## src/rtl/ula_exec.sv

```systemverilog
// Multi-cycle execution unit: single-cycle ALU ops and an optional iterative shift-add multiplier.
// Define ULA_EXEC_MUL_EN to build the multiplier (opcode D); otherwise opcode D is illegal.
module ula_exec #(
  parameter int unsigned WIDTH = 16,
  parameter int unsigned IMM_W = 4
) (
  input  logic             clk,
  input  logic             reset,
  input  logic             start,
  input  logic [3:0]       codop,
  input  logic [WIDTH-1:0] op_a,
  input  logic [WIDTH-1:0] op_b,
  input  logic [IMM_W-1:0] imm,
  output logic             ready,
  output logic             done,
  output logic [WIDTH-1:0] result,
  output logic [WIDTH-1:0] result_hi,
  output logic             zero,
  output logic             carry,
  output logic             err
);

`ifdef ULA_EXEC_MUL_EN
  typedef enum logic [1:0] {S_IDLE, S_EXEC, S_MUL, S_DONE} state_e;
  localparam int unsigned CW = $clog2(WIDTH);
`else
  typedef enum logic [1:0] {S_IDLE, S_EXEC, S_DONE} state_e;
`endif

  state_e           r_state;
  state_e           w_next;
  logic             w_accept;
  logic [3:0]       r_codop;
  logic [WIDTH-1:0] r_a;
  logic [WIDTH-1:0] r_b;
  logic [IMM_W-1:0] r_imm;
  logic [WIDTH-1:0] r_result;
  logic             r_zero;
  logic             r_carry;
  logic             r_err;

  logic [WIDTH-1:0] w_imm;
  logic [WIDTH:0]   w_add_ab;
  logic [WIDTH:0]   w_sub_ab;
  logic [WIDTH:0]   w_add_bi;
  logic [WIDTH:0]   w_sub_bi;
  logic [WIDTH-1:0] w_res;
  logic             w_carry;
  logic             w_err;

`ifdef ULA_EXEC_MUL_EN
  logic [2*WIDTH-1:0] r_prod;
  logic [CW-1:0]      r_cnt;
  logic [WIDTH-1:0]   r_result_hi;
  logic [WIDTH:0]     w_sum;
  logic [2*WIDTH-1:0] w_prod_nxt;
  logic               w_mul_last;

  // Product register holds {partial high word, remaining multiplier bits}.
  assign w_sum      = {1'b0, r_prod[2*WIDTH-1:WIDTH]} + (r_prod[0] ? {1'b0, r_a} : '0);
  assign w_prod_nxt = {w_sum, r_prod[WIDTH-1:1]};
  assign w_mul_last = (r_cnt == CW'(WIDTH - 1));
  assign result_hi  = r_result_hi;
`else
  assign result_hi  = '0;
`endif

  assign w_accept = (r_state == S_IDLE) && start;
  assign ready    = (r_state == S_IDLE);
  assign done     = (r_state == S_DONE);
  assign result   = r_result;
  assign zero     = r_zero;
  assign carry    = r_carry;
  assign err      = r_err;

  always_ff @(posedge clk or negedge reset) begin
    if (!reset) r_state <= S_IDLE;
    else        r_state <= w_next;
  end

  always_comb begin
    w_next = r_state;
    unique case (r_state)
      S_IDLE: begin
        if (start) begin
`ifdef ULA_EXEC_MUL_EN
          w_next = (codop == 4'hD) ? S_MUL : S_EXEC;
`else
          w_next = S_EXEC;
`endif
        end
      end
      S_EXEC: w_next = S_DONE;
`ifdef ULA_EXEC_MUL_EN
      S_MUL:  if (w_mul_last) w_next = S_DONE;
`endif
      S_DONE: w_next = S_IDLE;
      default: w_next = S_IDLE;
    endcase
  end

  assign w_imm    = WIDTH'(r_imm);
  assign w_add_ab = {1'b0, r_a} + {1'b0, r_b};
  assign w_sub_ab = {1'b0, r_a} - {1'b0, r_b};
  assign w_add_bi = {1'b0, r_b} + {1'b0, w_imm};
  assign w_sub_bi = {1'b0, r_b} - {1'b0, w_imm};

  // Bit WIDTH of a widened difference is the borrow.
  always_comb begin
    w_res   = '0;
    w_carry = 1'b0;
    w_err   = 1'b0;
    case (r_codop)
      4'h0: begin w_res = w_add_ab[WIDTH-1:0]; w_carry = w_add_ab[WIDTH]; end
      4'h1: begin w_res = w_sub_ab[WIDTH-1:0]; w_carry = w_sub_ab[WIDTH]; end
      4'h2: w_res = (r_b > w_imm) ? WIDTH'(1) : '0;
      4'h3: w_res = r_a & r_b;
      4'h4: w_res = r_a | r_b;
      4'h5: w_res = r_a ^ r_b;
      4'h6: w_res = r_b & w_imm;
      4'h7: w_res = r_b | w_imm;
      4'h8: w_res = r_b ^ w_imm;
      4'h9: begin w_res = w_add_bi[WIDTH-1:0]; w_carry = w_add_bi[WIDTH]; end
      4'hA: begin w_res = w_sub_bi[WIDTH-1:0]; w_carry = w_sub_bi[WIDTH]; end
      default: w_err = 1'b1;
    endcase
  end

  always_ff @(posedge clk or negedge reset) begin
    if (!reset) begin
      r_codop     <= '0;
      r_a         <= '0;
      r_b         <= '0;
      r_imm       <= '0;
      r_result    <= '0;
      r_zero      <= 1'b0;
      r_carry     <= 1'b0;
      r_err       <= 1'b0;
`ifdef ULA_EXEC_MUL_EN
      r_prod      <= '0;
      r_cnt       <= '0;
      r_result_hi <= '0;
`endif
    end else begin
      if (w_accept) begin
        r_codop <= codop;
        r_a     <= op_a;
        r_b     <= op_b;
        r_imm   <= imm;
`ifdef ULA_EXEC_MUL_EN
        r_prod  <= {{WIDTH{1'b0}}, op_b};
        r_cnt   <= '0;
`endif
      end
      if (r_state == S_EXEC) begin
        r_result <= w_res;
        r_zero   <= (w_res == '0);
        r_carry  <= w_carry;
        r_err    <= w_err;
`ifdef ULA_EXEC_MUL_EN
        r_result_hi <= '0;
`endif
      end
`ifdef ULA_EXEC_MUL_EN
      if (r_state == S_MUL) begin
        r_prod <= w_prod_nxt;
        r_cnt  <= r_cnt + 1'b1;
        if (w_mul_last) begin
          r_result    <= w_prod_nxt[WIDTH-1:0];
          r_result_hi <= w_prod_nxt[2*WIDTH-1:WIDTH];
          r_zero      <= (w_prod_nxt == '0);
          r_carry     <= 1'b0;
          r_err       <= 1'b0;
        end
      end
`endif
    end
  end

endmodule

```

## config.mk

```make
export PLATFORM = sky130hd
export DESIGN_NAME = ula_exec
export DESIGN_NICKNAME = d
export VERILOG_FILES = /design/src/rtl/ula_exec.sv
export SDC_FILE = /design/constraint.sdc
export NUM_CORES = 1
export LEC_CHECK = 0
export CORE_UTILIZATION = 50
export CTS_CLUSTER_DIAMETER = 50
export DETAILED_ROUTE_END_ITERATION = 12
export PLACE_DENSITY = 0.74
export SYNTH_ARGS = -nofsm -noshare
export SYNTH_HDL_FRONTEND = slang
export SYNTH_SLANG_ARGS = --single-unit
```

## constraint.sdc

```tcl
create_clock -name clk -period 4.8 [get_ports clk]
set_clock_uncertainty 0.1 [all_clocks]
set_input_delay 0.96 -clock clk [delete_from_list [all_inputs] [get_ports clk]]
set_output_delay 0.96 -clock clk [all_outputs]
set_load 0.03 [all_outputs]
```

==> results of run 1 <==
worst min-delay path by stage:
stage | to | slack [ps] | startpoint
finish | result[12] | 370 | result[12]
global route | result[1] | 410 | result[1]
CTS | result[12] | 380 | result[12]
detailed placement | result[12] | 370 | result[12]
global placement | result[12] | 360 | result[12]
floorplan | r_imm[2] | 450 | r_imm[2]
stage by stage:
stage,cell area (sq um),setup WS (ps),utilization
6_report,6920,1040,0.598
5_1_grt,6920,565,0.598
4_1_cts,6920,1050,0.598
3_5_place_dp,6620,1080,0.573
3_3_place_gp,6620,1180,0.573
2_1_floorplan,6070,1460,-
area by class of cell:
cell class	instances	area, sq um	area share
clock buffer	14	264	0.0382
multi-input combinational	589	4020	0.581
clock inverter	1	30.0	0.00434
sequential	61	1530	0.221
inverter	53	199	0.0288
tap	143	179	0.0259
timing repair buffer	73	701	0.101
worst reg2reg max path, cell delays in order (launching register included):
cell and delay (ps):
dfrtp_1 470, inv_1 160, ha_1 510, and2b_1 230
a2111oi_0 410, o211ai_1 220, a311o_1 400, a41o_1 270
o32ai_1 260, and4_1 270, nand4_1 120, o31ai_2 260
cells by family (layout without fill, tap and decap cells):
kind of cell             after synthesis  after routing
flip-flops                            61             61
buffers and inverters                122            141
XOR/XNOR                              21             21
AND/OR/NAND/NOR                      235            235
other                                  1             16
AO/OA/AOI/OAI                        245            245
multiplexers                           8              8
adder cells (fa/ha/maj)               64             64
sequential cells by signal, summed over array words and instances, names as in the netlist:
signal	cells
r_codop	4
result	16
zero	1
r_state	2
carry	1
r_b	16
r_a	16
r_imm	4
err	1
cells in the mapped netlist, drive strengths merged, types with 12 or more instances:
cell type	instances	area share
o21ai	87	0.072
nor3	25	0.022
a31oi	13	0.014
dfrtp	61	0.25
buf	30	0.033
a21oi	32	0.027
inv	51	0.032
ha	60	0.12
a221oi	12	0.019
clkbuf	39	0.024
nor2	45	0.028
nand2	80	0.050
xnor2	16	0.023
layer usage:
layer | routed length (um) | share of wire | track usage | vias to the layer above
met5 | 0 | 0 | 0 | -
met4 | 289 | 0.015 | 0.0919 | 0
met3 | 1870 | 0.098 | 0.0686 | 24
met2 | 7830 | 0.41 | 0.460 | 336
met1 | 9040 | 0.48 | 0.466 | 2831
li1 | - | - | - | 2779
power groups by stage:
stage	registers (W)	logic (W)	clock network, W
detailed placement	0.000874	0.00214	0
global route	0.000902	0.00238	0.000694
floorplan	0.000901	0.00146	0
finish	0.000871	0.00221	0.000654
CTS	0.000865	0.00215	0.000666
global placement	0.000862	0.00213	0
==> summary.md, run 1 <==
| Metric | Value |
|---|---|
| Max Fanout on Critical Path | `10` |
| Hold path cells | `2` |
| Sw power | `0.00180 W` |
| Mean post-synth cell area | `7.94 sq um` |
| CTS resizes | `0` |
| Crit path largest cell delay | `510 ps` |
| Number of global-route vias before repair | `5511` |
| Synth Area in Compound Gates | `0.276` |
| Cell Pwr Density | `540 mW/mm^2` |
| Worst Path Class, Setup | `reg -> reg` |
| Worst Tran Pin Value | `990 ps` |
| Worst VDD drop | `255 uV` |
| Relative slew slack | `0.340` |
| FF+latch count, synth | `61` |
| Worst skew pair latency | `around 340 ps` |
| Largest family of logic cells by synthesized area | `compound AO/OA/AOI/OAI gates` |
| Post-synthesis simple-gate area fraction | `0.196` |
| Starting density of the core | `0.520` |
| Tcrit/Tclk final | `0.783` |
| Final cell count without fillers | `between 900 and 1000` |
| Pre-antenna DRT Iters | `9` |
| Int Pwr | `0.00194 W` |
| Tightest Hold Check Type | `reg -> reg` |
| # port buffers | `63` |
| Fmax | `0.266 GHz` |
| Die height | `112 um` |
| Die X | `112 um` |
| Mapped Cells | `757` |
| CTS tree | `built` |
| CP max stage cell | `ha_1` |
| Power share of the combinational group | `0.592` |
| Critical Path End Type | `flop` |
| Leakage | `between 2 and 3 nW` |
| Cell total after placement | `919` |
| Synth Cell Area | `0.00601 sq mm` |
| Yosys synthesis warning count | `0` |
| Power, Total | `0.00373 W` |
| Routed vias/inst | `6.39` |
| Max-slew violation count | `0` |
| Vias | `5970` |
| Max-Cap Viols | `0` |
| Clock sinks | `61` |
| DRC viols | `10` |
| Post-synth top flop | `dfrtp_1` |
| Family with the most delay on the worst path | `compound AO/OA/AOI/OAI gates` |
| EDFF count, synth | `0` |
| Failing checks | `DRC` |
| Clock Root Buffer | `clkbuf_16` |
| Sequential-to-total area share from yosys stat | `0.254` |
| Yosys cell types | `82` |
| Cts hold-fix bufs | `0` |
| Setup crit start | `r_b[8]` |
| Critical path capture point | `zero` |
| Critical Path, Cell by Cell | `inv_1 -> ha_1 -> and2b_1 -> a2111oi_0 -> o211ai_1 -> a311o_1 -> a41o_1 -> o32ai_1 -> and4_1 -> nand4_1 -> o31ai_2` |
| CTS Buffer Depth | `2` |
| Core Box Area | `0.0116 sq mm` |
| Req. time, crit path | `4950 ps` |
| RSZ-0062 raised after global routing | `false` |
| Final Hold Fails | `0` |
| IO Count | `80` |
| Worst reg2reg startpoint | `r_b[8]` |
| Filler cells | `1103` |
| Status | `finished, violations left` |
| H-Tree Level Count | `3` |
| Per-cell routed wire length | `20.4 um` |
| Drt total wl | `between 15000 and 20000 um` |
| Hpwl dp | `around 14000 um` |
| Critical path depth | `11` |
| Syn-to-layout area delta | `15.0%` |
| Most common cell after layout, fill and taps aside | `o21ai_0` |
| FP Rows | `39` |
| Gr ovfl total | `0` |
| Nets | `a little under 900` |
| Die ar. | `0.0125 sq mm` |
| Clk slew on worst S/H paths | `60 ps` |
| Most frequent cells in the layout | `o21ai_0 (87), nand2_1 (80), clkdlybuf4s50_1 (62)` |
| Num CTS Buffers | `9` |
| CP arrival | `between 3000 and 4000 ps` |
| Number of diodes | `0` |
| Setup bufs post-CTS | `0` |
| Worst Setup Start Kind | `flop` |
| Reg2Reg Setup Slack | `1040 ps` |
| First-pass GRT wire length | `30400 um` |
| Total Routing Usage GR | `0.316` |
| Seq pwr share | `0.233` |
| Hold Slack | `~370 ps` |
| Reg-to-reg endpoint | `zero` |
| Part of the power in the clock network | `0.175` |
| Initial DRC count | `about 630` |
| Adder-cell area share of the yosys netlist | `0.138` |
| FF-to-FF path depth | `11` |
| Layout cells sized above 1 | `0.0645` |
| Initial antenna violation count | `0` |
| Share of flip-flops with an asynchronous set or reset | `1.00` |
| Largest net degree at the start of global routing | `62` |
| RePlAce Congestion | `0.929` |
| Crit path buffers/inverters | `1` |
| Final TNS setup | `0 ps` |
| Switching part of the total | `0.481` |
| Final setup vio count | `0` |
| Antenna viol nets, final | `0` |
| Synth Area in XOR/XNOR | `0.0306` |
| Tmin final | `3760 ps` |
| Post-synthesis mux area share | `0.0144` |
No activity file was read; power rests on OpenSTA's default activity.
==> run 2, diff against run 1 <==
- clock period: 4.8 -> 3.5 ns (I/O delays scaled with it)
==> run 2 against run 1 <==
  * The flow still finishes with violations (DRC)
  * Fmax rose by 9.1%
  * Setup slack got worse by 990 ps
  * Utilization rose by 3.7 points
  * Wire length is 2.2% higher
  * Die area stayed put
  * Sequential power rose by 31%
  * Non-clock buffer count rose by 47
==> summary.md, run 2 (same netlist as run 1, synthesis figures left out) <==
| Metric | Value |
|---|---|
| Status | `finished, violations left` |
| Failing checks | `DRC` |
| Per-cell routed wire length | `19.8 um (-2.7%)` |
| Relative slew slack | `0.492 (+0.152)` |
| H-Tree Level Count | `3 (unchanged)` |
| Int Pwr | `0.00293 W (+51%)` |
| Req. time, crit path | `3650 ps (-1300 ps)` |
| Post-route cell area | `0.00735 sq mm (+6.2%)` |
| Post-Place Setup Slack | `-56.1 ps (-1140 ps)` |
| Starting density of the core | `0.520 (unchanged)` |
| CP arrival | `3600 ps (-310 ps)` |
| Fmax | `0.290 GHz (+9.1%)` |
| Final Core Density | `0.635 (+0.0373)` |
| CTS Buffer Depth | `2 (unchanged)` |
| Syn-to-layout area delta | `22.2%` |
| Worst Setup Start Kind | `flop` |
| Tmin final | `3450 ps (-314 ps)` |
| Most frequent cells in the layout | `o21ai_0 (87), nand2_1 (80), clkdlybuf4s50_1 (62)` |
| Critical Path End Type | `flop` |
| IO Count | `80 (unchanged)` |
| Core Box Area | `0.0116 sq mm (unchanged)` |
| Hpwl dp | `15200 um (+6.6%)` |
| Seq pwr share | `0.207 (-0.026)` |
| Leakage | `3.18 nW (+8.3%)` |
| Tightest Hold Check Type | `in -> async` |
| Crit path largest cell delay | `660 ps (+150 ps)` |
| Drt total wl | `19500 um (+2.2%)` |
| Part of the power in the clock network | `0.177 (+0.002)` |
| CTS tree | `built` |
| Hold Slack | `287 ps (-87.4 ps)` |
| Critical Path, Cell by Cell | `inv_1 -> ha_1 -> or2_2 -> o211ai_1 -> a31oi_1 -> a211oi_1 -> o221ai_1 -> a211oi_2 -> and4_1 -> nand4_1 -> o31ai_2` |
| Total Routing Usage GR | `0.323 (+0.00612)` |
| Max-slew violation count | `0 (unchanged)` |
| Dpl cell area | `0.00699 sq mm (+5.5%)` |
| Routed vias/inst | `6.26 (-2.1%)` |
| Worst Tran Pin Value | `757 ps (-233 ps)` |
| Tcrit/Tclk final | `0.984 (+0.201)` |
| Most common cell after layout, fill and taps aside | `o21ai_0` |
| RePlAce Congestion | `0.953 (+2.6%)` |
| Die height | `112 um (unchanged)` |
| Setup bufs post-CTS | `0 (unchanged)` |
| Vias | `6140 (+2.8%)` |
| FP Rows | `39 (unchanged)` |
| Final setup vio count | `0 (unchanged)` |
| Cts hold-fix bufs | `0 (unchanged)` |
| Final cell count without fillers | `981 (+5.0%)` |
| CP max stage cell | `a211oi_1` |
| Cell Pwr Density | `748 mW/mm^2 (+38%)` |
| Initial antenna violation count | `0 (unchanged)` |
| Switching part of the total | `0.467 (-0.0144)` |
| Worst skew pair latency | `350 ps (about the same)` |
| Clk slew on worst S/H paths | `60 ps (about the same)` |
| # port buffers | `63 (unchanged)` |
| Worst Path Class, Setup | `reg -> reg` |
| Layout cells sized above 1 | `0.128 (+0.0632)` |
| Max Fanout on Critical Path | `4 (-6)` |
| Clock Root Buffer | `clkbuf_16` |
| Nets | `941 (+5.3%)` |
| Gr ovfl total | `0 (unchanged)` |
| Min setup slack post-route | `54.4 ps (-986 ps)` |
| Initial DRC count | `625 (-0.16%)` |
| Final Hold Fails | `0 (unchanged)` |
| Antenna viol nets, final | `0 (unchanged)` |
| Number of diodes | `0 (unchanged)` |
| Worst VDD drop | `322 uV (+26%)` |
| Reg2Reg Setup Slack | `50 ps (-990 ps)` |
| RSZ-0062 raised after global routing | `true` |
| First-pass GRT wire length | `31300 um (+2.7%)` |
| Number of global-route vias before repair | `5630 (+2.2%)` |
| DRC viols | `10 (unchanged)` |
| Num CTS Buffers | `9 (unchanged)` |
| Power share of the combinational group | `0.616 (+0.024)` |
| Cell total after placement | `966 (+5.1%)` |
| Die X | `112 um (unchanged)` |
| Largest net degree at the start of global routing | `57 (-8.1%)` |
| Pre-antenna DRT Iters | `12 (+3)` |
| Max-Cap Viols | `0 (unchanged)` |
| Clock sinks | `61 (unchanged)` |
| Sw power | `0.00257 W (+43%)` |
| Die ar. | `0.0125 sq mm (unchanged)` |
## run 2: cell types whose count changed in the layout (fill, tap and decap cells not counted), sizes merged
cell      delta
clkinv       +1
bufinv       +1
clkbuf       -3
clkinvlp     +1
buf         +47
## run 2: worst max-delay path: cells and delay by family (launching register included)
kind	cells	cell delay, ps
AO/OA/AOI/OAI	6	1800
adder cells (fa/ha/maj)	1	260
buffers and inverters	1	100
flip-flops	1	400
AND/OR/NAND/NOR	3	680
## run 2: timing repair
action / 4_1_cts / 5_1_grt
resized for setup: 1 / 10
setup endpoints to repair: 1 / 2
pin swaps: 0 / 0
## run 2: final timing paths
path / startpoint / endpoint / cells after the start
setup / recovery: r_b[2] / zero / 11
hold / removal: reset / r_a[2] / 1
setup reg to reg: r_b[2] / zero / 11
hold reg to reg: result[11] / result[11] / 2
max in group asynchronous: reset / zero / 2
min in group clk: result[11] / result[11] / 2
## run 2: layout make-up
cell class,instances,area [sq um]
multi-input cells,589,4060
clock inverters,4,72.6
well taps,143,179
clock buffers,11,243
fillers,1067,4220
repair buffers,120,1070
inverters,53,199
flip-flops and latches,61,1530
## run 2: power by group through the flow
stage               Clock (W)  Combinational (W)  Sequential [W]
finish               0.000972            0.00338         0.00114
global route          0.00102            0.00364         0.00117
CTS                  0.000980            0.00326         0.00113
detailed placement          0            0.00324         0.00114
global placement            0            0.00322         0.00113
floorplan                   0            0.00201         0.00124
## run 2: per-stage QoR
| step | total power (W) | setup TNS [ps] |
|---|---|---|
| floorplan | 0.00324 | 0 |
| global placement | 0.00435 | 0 |
| detailed placement | 0.00438 | -56.1 |
| CTS | 0.00537 | 0 |
| global route | 0.00583 | -39.1 |
| finish | 0.00549 | 0 |
## run 2: routing by layer
layer / vias up / GRT usage / part of all wire
met5: - / 0 / 0
met2: 337 / 0.461 / 0.41
li1: 2855 / - / -
met1: 2916 / 0.485 / 0.48
met4: 0 / 0.0901 / 0.016
met3: 32 / 0.0680 / 0.090
==> run 3, diff against run 2 <==
- ABC_AREA: default -> 0
- CORE_MARGIN: default -> 2
==> run 3 against run 2 <==
  * The run now ends clean
  * Count of clock-buffer cells in the layout is the same
  * Sequential share of layout area shrank 0.22 points
  * Wire length increased by 2.1%
  * Power grew 2.6%
  * Utilization down 0.86 points
  * Setup slack better by 37 ps
  * Critical path type unchanged
==> summary.md, run 3 (same netlist as run 1, synthesis figures left out) <==
| Metric | Value |
|---|---|
| Worst VDD drop | `281 uV (-13%)` |
| Gr ovfl total | `0 (unchanged)` |
| CP arrival | `3560 ps (-40 ps)` |
| Per-cell routed wire length | `20.1 um (+1.6%)` |
| Worst skew pair latency | `350 ps (about the same)` |
| Dpl cell area | `0.00698 sq mm (about the same)` |
| Max-slew violation count | `0 (unchanged)` |
| Core Box Area | `0.0119 sq mm (+2.6%)` |
| Family with the most delay on the worst path | `compound AO/OA/AOI/OAI gates` |
| Power share of the combinational group | `0.609 (-0.007)` |
| Clock sinks | `61 (unchanged)` |
| Max Fanout on Critical Path | `9 (+5)` |
| Sw power | `0.00259 W (+1.1%)` |
| Final setup vio count | `0 (unchanged)` |
| Leakage | `3.20 nW (+0.64%)` |
| Nets | `942 (+0.11%)` |
| Tmin final | `3410 ps (-36.7 ps)` |
| Largest net degree at the start of global routing | `62 (+8.8%)` |
| RePlAce Congestion | `0.994 (+4.3%)` |
| Worst Path Class, Setup | `reg -> reg` |
| Clk slew on worst S/H paths | `50 ps (about the same)` |
| FP Rows | `40 (+2.6%)` |
| Critical Path End Type | `flop` |
| IO Count | `80 (unchanged)` |
| Part of the power in the clock network | `0.188 (+0.011)` |
| Cts hold-fix bufs | `0 (unchanged)` |
| Routed vias/inst | `6.21 (-0.77%)` |
| Worst Tran Pin Value | `821 ps (+63.7 ps)` |
| Total Routing Usage GR | `0.310 (-0.0124)` |
| Initial DRC count | `660 (+5.6%)` |
| Multi-input combinational cell area | `0.00410 sq mm (+0.89%)` |
| Tcrit/Tclk final | `0.974 (-0.0105)` |
| Hpwl dp | `15000 um (-1.4%)` |
| CTS Buffer Depth | `2 (unchanged)` |
| Int Pwr | `0.00304 W (+3.9%)` |
| Vias | `6124 (-0.26%)` |
| Layout cells sized above 1 | `0.142 (+0.0142)` |
| Switching part of the total | `0.460 (-0.00670)` |
| Fmax | `0.293 GHz (+1.1%)` |
| Antenna viol nets, final | `0 (unchanged)` |
| Seq pwr share | `0.202 (-0.005)` |
| Worst Setup Start Kind | `flop` |
| DRC viols | `0 (-10)` |
| Post-route cell area | `0.00743 sq mm (+1.2%)` |
| Cell Pwr Density | `758 mW/mm^2 (+1.4%)` |
| Most frequent cells in the layout | `o21ai_0 (87), nand2_1 (80), clkdlybuf4s50_1 (62)` |
| Req. time, crit path | `3650 ps (about the same)` |
| Status | `completed` |
| Syn-to-layout area delta | `23.6%` |
| Most common cell after layout, fill and taps aside | `o21ai_0` |
| Starting density of the core | `0.507 (-0.0130)` |
| Final Hold Fails | `0 (unchanged)` |
| Number of global-route vias before repair | `5667 (+0.66%)` |
| # port buffers | `63 (unchanged)` |
| Pre-antenna DRT Iters | `6 (-6)` |
| Number of diodes | `0 (unchanged)` |
| Num CTS Buffers | `9 (unchanged)` |
| Die ar. | `0.0129 sq mm (+3.6%)` |
| Crit path buffers/inverters | `1 (unchanged)` |
| Initial antenna violation count | `0 (unchanged)` |
| Die X | `114 um (+1.8%)` |
| Drt total wl | `19900 um (+2.1%)` |
| Critical Path, Cell by Cell | `inv_2 -> ha_2 -> and2_4 -> a221o_1 -> a21o_1 -> a31o_1 -> a221o_1 -> a211oi_2 -> and4_1 -> nand4_1 -> o31ai_2` |
| Clock Root Buffer | `clkbuf_16` |
| Min setup slack post-route | `91.1 ps (+36.7 ps)` |
| Max-Cap Viols | `0 (unchanged)` |
| CP max stage cell | `dfrtp_1` |
| Crit path largest cell delay | `440 ps (-220 ps)` |
| Filler cells | `1118 (+4.8%)` |
| H-Tree Level Count | `3 (unchanged)` |
| Post-Place Setup Slack | `5.68 ps (+61.8 ps)` |
| Die height | `114 um (+1.8%)` |
| Storage element area | `0.00153 sq mm (about the same)` |
| Tightest Hold Check Type | `reg -> reg` |
| First-pass GRT wire length | `31100 um (-0.42%)` |
| CTS tree | `built` |
| Relative slew slack | `0.453 (-0.0394)` |
| CP most frequent cell | `a221o_1` |
## run 3: cell types whose count changed in the layout (fill, tap and decap cells not counted), sizes merged
cell	previous run	this run
buf	58	59
bufinv	2	3
inv	51	50
## run 3: power by group through the flow
stage	clock, W	combinational [W]	sequential (W)
after detailed placement	0	0.00325	0.00115
after floorplan	0	0.00201	0.00124
final	0.00106	0.00343	0.00114
after CTS	0.00108	0.00327	0.00114
after global placement	0	0.00323	0.00113
after global routing	0.00110	0.00370	0.00118
## run 3: path summary, 6_finish.rpt
kind                               to  depth (start not counted)  slack, ps       start
setup / recovery                 zero                         11         90      r_b[9]
hold / removal             result[12]                          2        380  result[12]
setup reg to reg                 zero                         11         90      r_b[9]
hold reg to reg            result[12]                          2        380  result[12]
max in group asynchronous      r_b[4]                          2       2260       reset
min in group asynchronous    r_imm[2]                          2        390       reset
## run 3: worst reg2reg max path, stage by stage, from the launching register on
cell	delay (ps)
dfrtp_1	440
inv_2	160
ha_2	350
and2_4	190
a221o_1	380
a21o_1	200
a31o_1	270
a221o_1	390
a211oi_2	280
and4_1	220
nand4_1	110
o31ai_2	220
## run 3: layout make-up
type / instances / share of cell area
inverters: 53 / 0.0273
clock inverters: 4 / 0.0128
well taps: 147 / 0.0247
flip-flops and latches: 61 / 0.206
clock buffers: 11 / 0.0340
multi-input cells: 589 / 0.551
repair buffers: 121 / 0.144
## run 3: timing repair
action                                 4_1_cts  5_1_grt
setup buffers                                0        2
resized for setup                            1       20
setup endpoints to repair                    1        4
endpoints found under the hold margin        0        0
## run 3: layer usage
| layer | GRT usage | up-vias | routed length [um] |
|---|---|---|---|
| met4 | 0.120 | 0 | 539 |
| li1 | - | 2864 | - |
| met3 | 0.0425 | 40 | 1790 |
| met1 | 0.452 | 2889 | 8870 |
| met2 | 0.467 | 331 | 8660 |
| met5 | 0 | - | 0 |
## run 3: through the flow
stage	util	hold slack [ps]	power, W	setup TNS (ps)	instances
after global routing	0.627	413	0.00598	-1.83	986
after CTS	0.618	385	0.00549	0	984
after detailed placement	0.589	373	0.00440	0	969
final	0.627	377	0.00564	0	986
after global placement	0.589	365	0.00437	0	969
after floorplan	-	304	0.00324	0	772
